<file path="src/rtl/rr_alloc.sv">
// rr_alloc: writer side of the spare-row compare path.
//
// New pivot fault rows arrive one at a time. Each row is compared against
// the spare-row entries already allocated. A row that matches nothing is
// written to the next free entry. A row that matches nothing while all four
// entries are taken raises a sticky repair-failure flag.
//
// Ports:
//   clk       rising-edge clock
//   rst       synchronous active-high reset
//   clear     synchronous flush, same effect as rst
//   np_valid  request valid
//   np_ready  request can be accepted this cycle (state-decoded)
//   np_row    request {block, addr}
//   np_local  RLSS value stored with the row if it is allocated
//   rrx1..4   stored entries 0..3, each {block, addr}
//   rlss      per-entry RLSS (1: compare block+addr, 0: addr only)
//   rr_valid  per-entry occupied flag
//   rr_count  number of occupied entries, 0..4
//   hit       one-cycle pulse, request matched an existing entry
//   alloc     one-cycle pulse, request written to a new entry
//   fail      sticky, unmatched request arrived while full
//
// State | meaning
// ------+--------------------------------------------------------------
// IDLE  | ready; latches an accepted request
// CHECK | one cycle comparing the latched row against stored entries
// FAIL  | table was full on a miss; requests accepted and discarded

module rr_alloc #(
  parameter int ADDR_W = 10,
  parameter int BLK_W  = 2
) (
  input  logic                     clk,
  input  logic                     rst,
  input  logic                     clear,
  input  logic                     np_valid,
  output logic                     np_ready,
  input  logic [BLK_W+ADDR_W-1:0]  np_row,
  input  logic                     np_local,
  output logic [BLK_W+ADDR_W-1:0]  rrx1,
  output logic [BLK_W+ADDR_W-1:0]  rrx2,
  output logic [BLK_W+ADDR_W-1:0]  rrx3,
  output logic [BLK_W+ADDR_W-1:0]  rrx4,
  output logic [3:0]               rlss,
  output logic [3:0]               rr_valid,
  output logic [2:0]               rr_count,
  output logic                     hit,
  output logic                     alloc,
  output logic                     fail
);

  localparam int ENT_W = BLK_W + ADDR_W;

  typedef enum logic [1:0] {
    S_IDLE  = 2'd0,
    S_CHECK = 2'd1,
    S_FAIL  = 2'd2
  } state_e;

  state_e             state_q, state_d;
  logic [ENT_W-1:0]   req_row_q;
  logic               req_local_q;
  logic [ENT_W-1:0]   ent_q [4];
  logic [3:0]         rlss_q;
  logic [3:0]         valid_q;
  logic [2:0]         count_q;
  logic               hit_q;
  logic               alloc_q;
  logic               fail_q;
  logic               wr_pend_q;

  logic               flush;
  logic               accept;
  logic [3:0]         match;
  logic               any_match;
  logic               full;
  logic               in_check;

  assign flush     = rst | clear;
  assign accept    = np_valid & np_ready;
  assign in_check  = (state_q == S_CHECK);
  assign full      = (count_q == 3'd4);
  assign any_match = |match;

  // Only the stored entry's RLSS decides whether the block field takes part.
  always_comb begin
    match = '0;
    for (int i = 0; i < 4; i++) begin
      match[i] = valid_q[i]
              && (ent_q[i][ADDR_W-1:0] == req_row_q[ADDR_W-1:0])
              && (!rlss_q[i] || (ent_q[i][ENT_W-1:ADDR_W] == req_row_q[ENT_W-1:ADDR_W]));
    end
  end

  // State register
  always_ff @(posedge clk) begin
    if (flush) state_q <= S_IDLE;
    else       state_q <= state_d;
  end

  // Next-state logic
  always_comb begin
    state_d = state_q;
    case (state_q)
      S_IDLE:  if (accept) state_d = S_CHECK;
      S_CHECK: state_d = (any_match || !full) ? S_IDLE : S_FAIL;
      S_FAIL:  state_d = S_FAIL;
      default: state_d = S_IDLE;
    endcase
  end

  // Output decode
  always_comb begin
    np_ready = 1'b0;
    case (state_q)
      S_IDLE:  np_ready = 1'b1;
      S_FAIL:  np_ready = 1'b1;
      default: np_ready = 1'b0;
    endcase
  end

  // Datapath. The entry write is staged one cycle behind the alloc pulse;
  // req_row_q is still intact then because a new request can only be
  // latched on that same edge, and the nonblocking update uses the old copy.
  always_ff @(posedge clk) begin
    if (flush) begin
      req_row_q   <= '0;
      req_local_q <= 1'b0;
      for (int i = 0; i < 4; i++) ent_q[i] <= '0;
      rlss_q      <= '0;
      valid_q     <= '0;
      count_q     <= '0;
      hit_q       <= 1'b0;
      alloc_q     <= 1'b0;
      fail_q      <= 1'b0;
      wr_pend_q   <= 1'b0;
    end else begin
      if ((state_q == S_IDLE) && accept) begin
        req_row_q   <= np_row;
        req_local_q <= np_local;
      end
      hit_q     <= in_check && any_match;
      alloc_q   <= in_check && !any_match && !full;
      wr_pend_q <= in_check && !any_match && !full;
      if (in_check && !any_match && full) fail_q <= 1'b1;
      // Entries only ever fill, so the lowest free index is the count.
      if (wr_pend_q) begin
        ent_q[count_q[1:0]]   <= req_row_q;
        rlss_q[count_q[1:0]]  <= req_local_q;
        valid_q[count_q[1:0]] <= 1'b1;
        count_q               <= count_q + 3'd1;
      end
    end
  end

  assign rrx1     = ent_q[0];
  assign rrx2     = ent_q[1];
  assign rrx3     = ent_q[2];
  assign rrx4     = ent_q[3];
  assign rlss     = rlss_q;
  assign rr_valid = valid_q;
  assign rr_count = count_q;
  assign hit      = hit_q;
  assign alloc    = alloc_q;
  assign fail     = fail_q;

endmodule

</file>
<file path="config.mk">
export PLATFORM = sky130hd
export DESIGN_NAME = rr_alloc
export DESIGN_NICKNAME = d
export VERILOG_FILES = /design/src/rtl/rr_alloc.sv
export SDC_FILE = /design/constraint.sdc
export NUM_CORES = 1
export LEC_CHECK = 0
export ABC_AREA = 0
export BUFFER_PORTS_ARGS = -buffer_cell sky130_fd_sc_hd__buf_2
export CAP_MARGIN = 20
export CORE_UTILIZATION = 40
export DETAILED_ROUTE_END_ITERATION = 6
export HOLD_SLACK_MARGIN = 0.1
export SLEW_MARGIN = 20
export SYNTH_ARGS = -nofsm -noshare
export SYNTH_HDL_FRONTEND = slang
export SYNTH_SLANG_ARGS = --single-unit
</file>
<file path="constraint.sdc">
create_clock -name clk -period 4.25 [get_ports clk]
set_input_delay 0.85 -clock clk [delete_from_list [all_inputs] [get_ports clk]]
set_output_delay 0.85 -clock clk [all_outputs]
set_load 0.02 [all_outputs]
</file>
==> results.yml, run 1 <==
synth:
  synth_common_cells: "xnor2_1, edfxtp_1, nand2_1"
  syn_area_um2: 3610
  ys_types: 29
  synthFlopType: "edfxtp_1"
  synth_top_area_cell: "edfxtp_1"
  ys_ff_latch: 77
  synth_cells: 335
  syn_area_per_cell_um2: 10.8
  ys.warnings.count: 0
  synth_top_area_share_pct: 39.9
  yosysSeqAreaShare_pct: 55.9
  synthesis.nets: 356
  async_reset_ff_share_pct: 0
  synth.area.top_cells: "edfxtp_1, dfxtp_1, xnor2_1, and2_1, nand2_1"
  yosysMostFrequentCell: "xnor2_1"
  synth-edff-count: 48
floorplan:
  start_util_pct: 41.4
  io_pins: 80
  core_um2: 8720
  rows: 34
  die_area_um2: 9420
  die-height_um: 97.1
  die_w_um: 97.1
timing:
  period_minus_slack_ps: 2450
  fin_crit_sh_pct: 57.6
  clock_skew_ps: 10.6
  tightestPinTransition_ps: 609
  finalSetupViolations: 0
  clock.fmax_mhz: 408
  relSlewSlack_pct: 59.2
  fin_hold_ws_ps: 460
  rsz0062_at_grt: "false"
  tns_ps: 0
  final-hold-violation-count: 0
  drv_slew: 0
drt:
  drtIter0Drc: 190
  wl_per_cell_um: 17.1
  antenna_left: 0
  drt_wl_total_um: 8830
  drc_errors: 0
  viasPerCell: 5.04
  dr.pass1.iters: 4
  via_count: 2607
clock_tree:
  cts_setup_buffers: 0
  cts_hold_buf: 0
  cts_root_buf: "clkbuf_8"
  cts_sinks: 77
  h-tree-depth: 3
  clk_pin_slew_ps: 80
  cts_tree: "built"
  cts_buffers: 9
  cts-resized-gates: 0
  clock_latency_ps: 350
  cts_buffer_depth: 2
power:
  power.density_nw_per_um2: 364
  ir_worst_vdd_mv: 0.206
  p_leak_nw: 1.70
global_route:
  grt_pass1_vias: 2533
  groute.usage.overall_pct: 19.6
  grt_pass1_wl_um: 13800
  antenna_found_initial: 0
  grt_overflow: 0
  grt_max_degree: 29
finish:
  syn_to_final_growth_pct: 17.3
  layout.nets: 425
  drive_gt1_share_pct: 25.4
  n_antenna_cell: 0
  multi_input_area_um2: 1450
  final_cell_count_no_fill: 517
  register_area_um2: 2020
  nFillCells: 833
placement:
  placed_cells: 501
  portBuffers: 79
  place_congestion: 0.786
  dp_hpwl_um: 6170
worst_setup_path:
  cp_data_arrival_time_ps: 2440
  r2r_setup_slack_ps: 2160
  crit_fanout: 19
  crit_type: "primary input to register"
  crit_path_top_delay_cell: "nand2b_1"
  path_cells: "buf_2 > nor2_1 > buf_4 > nand2_1 > nor3_2 > nand2b_1"
  cp-end-kind: "register"
  cp_slowest_stage_delay_ps: 530
  critPathTopFamily: "simple AND/OR/NAND/NOR gates"
  cp.required_ps: 4240
  start_kind: "primary input"
  crit_buf_inv: 2
status:
  status: "completed"
job:
  drv_cap: 0
worst_hold_path:
  hold_path.class: "register to register"
power by group:
| group | leakage (nW) | internal (mW) | switching, mW |
|---|---|---|---|
| clock | 0.0992 | 0.305 | 0.263 |
| combinational | 0.827 | 0.0503 | 0.0808 |
| sequential | 0.770 | 0.815 | 0.0304 |
stage by stage:
step	util, %	cell area [um2]	total power [mW]	setup slack [ps]
detailed placement	46.2	4030	0.995	1170
CTS	48.5	4230	1.55	1550
floorplan	-	3610	0.950	1980
finish	48.6	4240	1.54	1800
global placement	46.2	4030	0.992	1280
global route	48.6	4240	1.60	1610
worst paths after layout:
| check | from | cells past startpoint | end |
|---|---|---|---|
| max | clear | 6 | ent_q[2][8]$_SDFFCE_PN0P_ |
| min | fail$_SDFFE_PP0P_ | 2 | fail$_SDFFE_PP0P_ |
| min reg2reg | fail$_SDFFE_PP0P_ | 2 | fail$_SDFFE_PP0P_ |
| max reg2reg | rr_count[0]$_SDFFE_PP0P_ | 3 | ent_q[1][3]$_SDFFCE_PN0P_ |
cells in the final DEF, fill, tap and decap left out, drive strengths merged:
cell type / count
or2: 1
clkbuf: 12
or4: 1
nor2b: 1
nor4: 9
clkinvlp: 1
a21oi: 21
nand4: 16
ha: 4
dfxtp: 29
nand2b: 3
xnor2: 49
nand3: 15
buf: 82
and2: 37
mux2i: 1
nor2: 10
inv: 3
clkinv: 2
o21ai: 2
bufinv: 1
xor2: 1
nor3: 4
and3: 13
edfxtp: 48
a21boi: 4
nand2: 39
per-layer routing:
layer  wire (um)  up-vias  global-route usage (%)
met3         609        8                    3.67
met1        4190     1212                    28.6
met2        3930       89                    28.2
met5           0        -                       0
met4          99        0                    8.50
li1            -     1298                       -
area by class of cell:
| class | instances | area share, % |
|---|---|---|
| Sequential cell | 77 | 47.7 |
| Multi-Input combinational cell | 231 | 34.2 |
| Timing Repair Buffer | 82 | 9.85 |
| Clock buffer | 12 | 3.69 |
| Tap cell | 108 | 3.19 |
| Clock inverter | 4 | 1.09 |
| Inverter | 3 | 0.265 |
registers in the layout, summed over array words and instances, names as in the netlist, 2 cells and up:
register,count
ent_q,48
rr_count,3
rr_valid,4
rlss,4
req_row_q,12
state_q,2
worst reg2reg max path: cells and delay by family, from the launching register on:
family	cells	cell delay, ps
and+or+nand+nor	2	1060
DFF	1	530
buffers and inverters	1	150
logic make-up after synthesis:
group | Yosys count | share of synthesized area (%)
compound gates | 27 | 4.22
xor+xnor | 50 | 12.1
simple gates | 149 | 21.9
fa+ha+maj | 4 | 1.38
mux | 1 | 0.277
buf+inv | 27 | 4.15
flops | 77 | 55.9
No activity file was read; power rests on OpenSTA's default activity.
==> inputs of run 2 (changes only) <==
- ABC_AREA: 0 -> 1
- clock period: 4.25 -> 2.2 ns (I/O delays scaled with it)
==> results.yml, run 2 <==
status:
  status: "completed"
timing:
  setup_slack_ps: 586
  final-hold-violation-count: 0
  fin_crit_sh_pct: 73.4
  clock_skew_ps: 12.3
  relSlewSlack_pct: 55.3
  period_minus_slack_ps: 1610
  finalSetupViolations: 0
  drv_slew: 0
  clock.fmax_mhz: 619
  tightestPinTransition_ps: 669
  rsz0062_at_grt: "false"
  fin_hold_ws_ps: 344
  tns_ps: 0
global_route:
  top_usage_layer: "met2"
  grtUsageMet3_pct: 4.55
  grt_pass1_wl_um: 14400
  antenna_found_initial: 0
  grt_pass1_vias: 2873
  grt_overflow: 0
  groute.usage.overall_pct: 19.9
  gr-usage-met1_pct: 28.6
  grt_max_degree: 29
  gr-usage-met2_pct: 29.1
synth:
  ys_ff_latch: 77
  synth-simple-area-share_pct: 24.0
  synthesis.nets: 461
  synth_cells: 440
  async_reset_ff_share_pct: 0
  synth_common_cells: "nand2_1, nor2_1, edfxtp_1"
  yosysMostFrequentCell: "nand2_1"
  ys.warnings.count: 0
  syn_area_per_cell_um2: 8.19
  synth-xor-area-share_pct: 2.43
  syn_area_um2: 3600
  synth_top_area_cell: "edfxtp_1"
  synth_top_family_by_area: "simple AND/OR/NAND/NOR gates"
  synthFlopType: "edfxtp_1"
  synth_top_area_share_pct: 40.0
  synth.area.top_cells: "edfxtp_1, dfxtp_1, nand2_1, nor2_1, inv_1"
  synthAdderAreaFrac_pct: 1.39
  synth_compound_area_share_pct: 7.99
  synth-edff-count: 48
  yosysSeqAreaShare_pct: 56.1
  ys_types: 22
  synthMuxAreaShare_pct: 0
power:
  power.density_nw_per_um2: 663
  fin_total_pwr_mw: 2.85
  p_leak_nw: 1.96
  ir_worst_vdd_mv: 0.315
finish:
  multi_input_area_um2: 1290
  final_common_cell: "nand2_1"
  fin_util_pct: 49.2
  syn_to_final_growth_pct: 19.2
  layout.nets: 547
  register_area_um2: 2020
  most-common-layout-cells: "nand2_1, nor2_1, buf_2, edfxtp_1, inv_1"
  nFillCells: 886
  largest_reg_flops: 48
  largestRegisters: "ent_q: 48 flops, req_row_q: 12 flops"
  top_register: "ent_q"
  n_antenna_cell: 0
  drive_gt1_share_pct: 23.7
placement:
  dp_hpwl_um: 6710
  place_congestion: 0.809
  portBuffers: 79
  pre_cts_slack_ps: 257
drt:
  antenna_left: 0
  drc_errors: 0
  drt_wl_total_um: 8790
  dr.pass1.iters: 4
  drtIter0Drc: 179
  via_count: 3027
  wl_per_cell_um: 13.8
  viasPerCell: 4.74
clock_tree:
  clock_latency_ps: 350
  cts_setup_buffers: 0
  cts_root_buf: "clkbuf_8"
  cts_hold_buf: 0
  cts-resized-gates: 0
  cts_buffers: 9
  cts_sinks: 77
  clk_pin_slew_ps: 80
  h-tree-depth: 3
  cts_tree: "built"
  cts_buffer_depth: 2
floorplan:
  rows: 34
  die_w_um: 96.9
  io_pins: 80
  core_um2: 8720
  start_util_pct: 41.3
  die-height_um: 96.9
  die_area_um2: 9390
worst_setup_path:
  crit_path_top_delay_cell: "dfxtp_1"
  start_kind: "register"
  cp_data_arrival_time_ps: 1860
  cp-end-kind: "register"
  crit_path_frequent_cell: "nand2_1"
  critPathTopFamily: "simple AND/OR/NAND/NOR gates"
  crit_type: "register to register"
  crit_buf_inv: 1
  crit_fanout: 7
  cp.required_ps: 2440
  path_cells: "inv_2 > nand2_1 > o21ai_1 > nor2_1 > nand2_1 > nor2_1 > nand2_1 > nand2_1 > nor2_2 > nand2_1 > a21oi_1"
  cp_slowest_stage_delay_ps: 530
worst_hold_path:
  hold_path.class: "primary input to register"
job:
  drv_cap: 0
## run 2: changes by cell type in the layout (fill, tap and decap cells not counted), sizes merged, moves of 5 or more
cell	delta
xnor2	-39
nand3	-9
nand4	-16
and3	-13
nand2	+85
o21ai	+26
nor2	+81
buf	+5
inv	+57
and2	-37
nor4	-9
## run 2: metal layers
layer | wire (um) | up-vias | part of all wire [%]
li1 | - | 1547 | -
met1 | 4320 | 1390 | 49
met2 | 3850 | 78 | 44
met3 | 497 | 12 | 5.7
met4 | 127 | 0 | 1.4
met5 | 0 | - | 0
## run 2: logic make-up after synthesis
group	Yosys count
flip-flops	77
AND/OR/NAND/NOR	223
buffers and inverters	72
adder cells (fa/ha/maj)	4
AO/OA/AOI/OAI	54
XOR/XNOR	10
## run 2: final cells by class
| class | count | share of cell area (%) |
|---|---|---|
| clock buffer | 9 | 2.88 |
| timing repair buffer | 87 | 10.6 |
| tap | 108 | 3.15 |
| clock inverter | 7 | 0.991 |
| multi-input combinational | 291 | 30.0 |
| inverter | 60 | 5.24 |
| sequential | 77 | 47.1 |
## run 2: worst paths after layout
kind | from | endpoint | slack, ps | cells after the start
max | req_row_q[5]$_SDFFE_PP0P_ | state_q[1]$_SDFFE_PP0P_ | 590 | 11
min | np_local | req_local_q$_SDFFE_PP0P_ | 340 | 3
max reg2reg | req_row_q[5]$_SDFFE_PP0P_ | state_q[1]$_SDFFE_PP0P_ | 590 | 11
min reg2reg | fail$_SDFFE_PP0P_ | fail$_SDFFE_PP0P_ | 450 | 2
## run 2: worst min-delay path: cells and delay by family
kind	cells	cell delay [ps]
buffers and inverters	1	70
AOI/OAI and AO/OA	1	70
and+or+nand+nor	1	80
## run 2: where the power goes
| part | switching (mW) | leakage, nW | internal (mW) |
|---|---|---|---|
| clock | 0.527 | 0.0824 | 0.401 |
| sequential | 0.0495 | 0.770 | 1.58 |
| combinational | 0.196 | 1.10 | 0.0970 |
## run 2: stage by stage
stage	cells	cell area, um2
final	639	4290
after global routing	639	4290
after CTS	639	4290
after detailed placement	623	4130
after global placement	623	4130
after floorplan	440	3600
==> inputs of run 3 (changes only) <==
- clock period: 2.2 -> 1.4 ns (I/O delays scaled with it)
==> results.yml, run 3 (synthesized netlist as in run 2, its figures left out) <==
status:
  status: "completed"
clock_tree:
  h-tree-depth: 3
  clk_pin_slew_ps: 80
  cts_tree: "built"
  clock_latency_ps: 350
  cts_sinks: 77
  cts_root_buf: "clkbuf_8"
  cts_buffer_depth: 2
  cts_buffers: 9
  cts_hold_buf: 0
finish:
  register_area_um2: 2040
  largest_reg_flops: 48
  syn_to_final_growth_pct: 35.0
  nFillCells: 791
  final_cell_count_no_fill: 682
  final_area_um2: 4860
  n_antenna_cell: 0
  top_register: "ent_q"
  layout.nets: 590
  drive_gt1_share_pct: 34.5
  largestRegisters: "ent_q: 48 flops, req_row_q: 12 flops"
  multi_input_area_um2: 1400
  final_common_cell: "nand2_1"
  most-common-layout-cells: "nand2_1, nor2_1, buf_2, edfxtp_1, buf_4"
  fin_util_pct: 55.8
timing:
  tightestPinTransition_ps: 385
  clock_skew_ps: 9.38
  fin_hold_ws_ps: 198
  setup_slack_ps: 29.1
  clock.fmax_mhz: 729
  relSlewSlack_pct: 74.3
  period_minus_slack_ps: 1370
  finalSetupViolations: 0
  final-hold-violation-count: 0
  rsz0062_at_grt: "true"
  tns_ps: 0
  drv_slew: 0
  fin_crit_sh_pct: 97.9
floorplan:
  die_w_um: 96.9
  die-height_um: 96.9
  io_pins: 80
  rows: 34
  die_area_um2: 9390
  start_util_pct: 41.3
  core_um2: 8720
power:
  ir_worst_vdd_mv: 0.538
  p_leak_nw: 2.25
  power.density_nw_per_um2: 1060
  fin_total_pwr_mw: 5.15
drt:
  drt_wl_total_um: 9860
  antenna_left: 0
  viasPerCell: 4.72
  drtIter0Drc: 184
  via_count: 3220
  dr.pass1.iters: 4
  drc_errors: 0
  wl_per_cell_um: 14.5
global_route:
  grt_pass1_vias: 3028
  grt_overflow: 0
  grt_pass1_wl_um: 15600
  antenna_found_initial: 0
  groute.usage.overall_pct: 21.7
  grt_max_degree: 29
worst_setup_path:
  r2r_setup_slack_ps: 50
  rr_startpoint: "req_row_q[0]$_SDFFE_PP0P_"
  regToRegEndpoint: "state_q[1]$_SDFFE_PP0P_"
  cp_data_arrival_time_ps: 1090
  cp_slowest_stage_delay_ps: 450
  worstSetupEndpoint: "rrx3[4]"
  cp.required_ps: 1120
  crit_path_start: "ent_q[2][4]$_SDFFCE_PN0P_"
  reg2reg_depth: 11
  crit_type: "register to primary output"
  start_kind: "register"
  cp-end-kind: "primary output"
  crit_fanout: 3
  crit_path_top_delay_cell: "edfxtp_1"
  path_cells: "buf_4 > buf_6"
placement:
  place_congestion: 0.821
  post_dp_cell_area_um2: 4470
  placed_cells: 659
  portBuffers: 79
  dp_hpwl_um: 7490
  pre_cts_slack_ps: -61.1
job:
  drv_cap: 0
worst_hold_path:
  hold_path.class: "primary input to register"
[run 3: worst min path at each step]
stage	start	to	slack, ps	depth (start not counted)
2_1_floorplan	np_valid	req_local_q$_SDFFE_PP0P_	440	2
3_3_place_gp	fail$_SDFFE_PP0P_	fail$_SDFFE_PP0P_	450	2
3_5_place_dp	fail$_SDFFE_PP0P_	fail$_SDFFE_PP0P_	440	2
4_1_cts	np_local	req_local_q$_SDFFE_PP0P_	180	3
5_1_grt	np_local	req_local_q$_SDFFE_PP0P_	210	3
6_report	np_row[3]	req_row_q[3]$_SDFFE_PP0P_	200	3
[run 3: cell type report]
type	instances	share of cell area, %
multi-input combinational	291	28.8
tap	108	2.78
sequential	77	42.0
clock buffer	15	4.50
timing repair buffer	130	16.6
clock inverter	1	0.617
inverter	60	4.73
[run 3: worst max-delay path, delay by kind of cell (launching register included)]
kind                   cells  cell delay [ps]
DFF                        1              450
buffers and inverters      2              290
[run 3: timing repair]
action | 4_1_cts | 5_1_grt
gates cloned | 0 | 0
setup buffers | 0 | 7
pin swaps | 0 | 11
endpoints found under the hold margin | 0 | 0
gates resized for setup | 3 | 28
endpoints found under the setup margin | 2 | 17
[run 3: where the power goes]
group          internal [mW]  total (mW)  switching, mW
Sequential              2.48        2.55         0.0715
Combinational          0.233       0.588          0.355
Clock                   1.19        2.01          0.819
[run 3: metal layers]
metal	track usage (%)	vias to the layer above	routed length (um)	share of wire, %
li1	-	1631	-	-
met1	31.1	1473	4710	48
met2	33.2	107	4500	46
met3	3.68	9	561	5.7
met4	7.23	0	90	0.91
met5	0	-	0	0
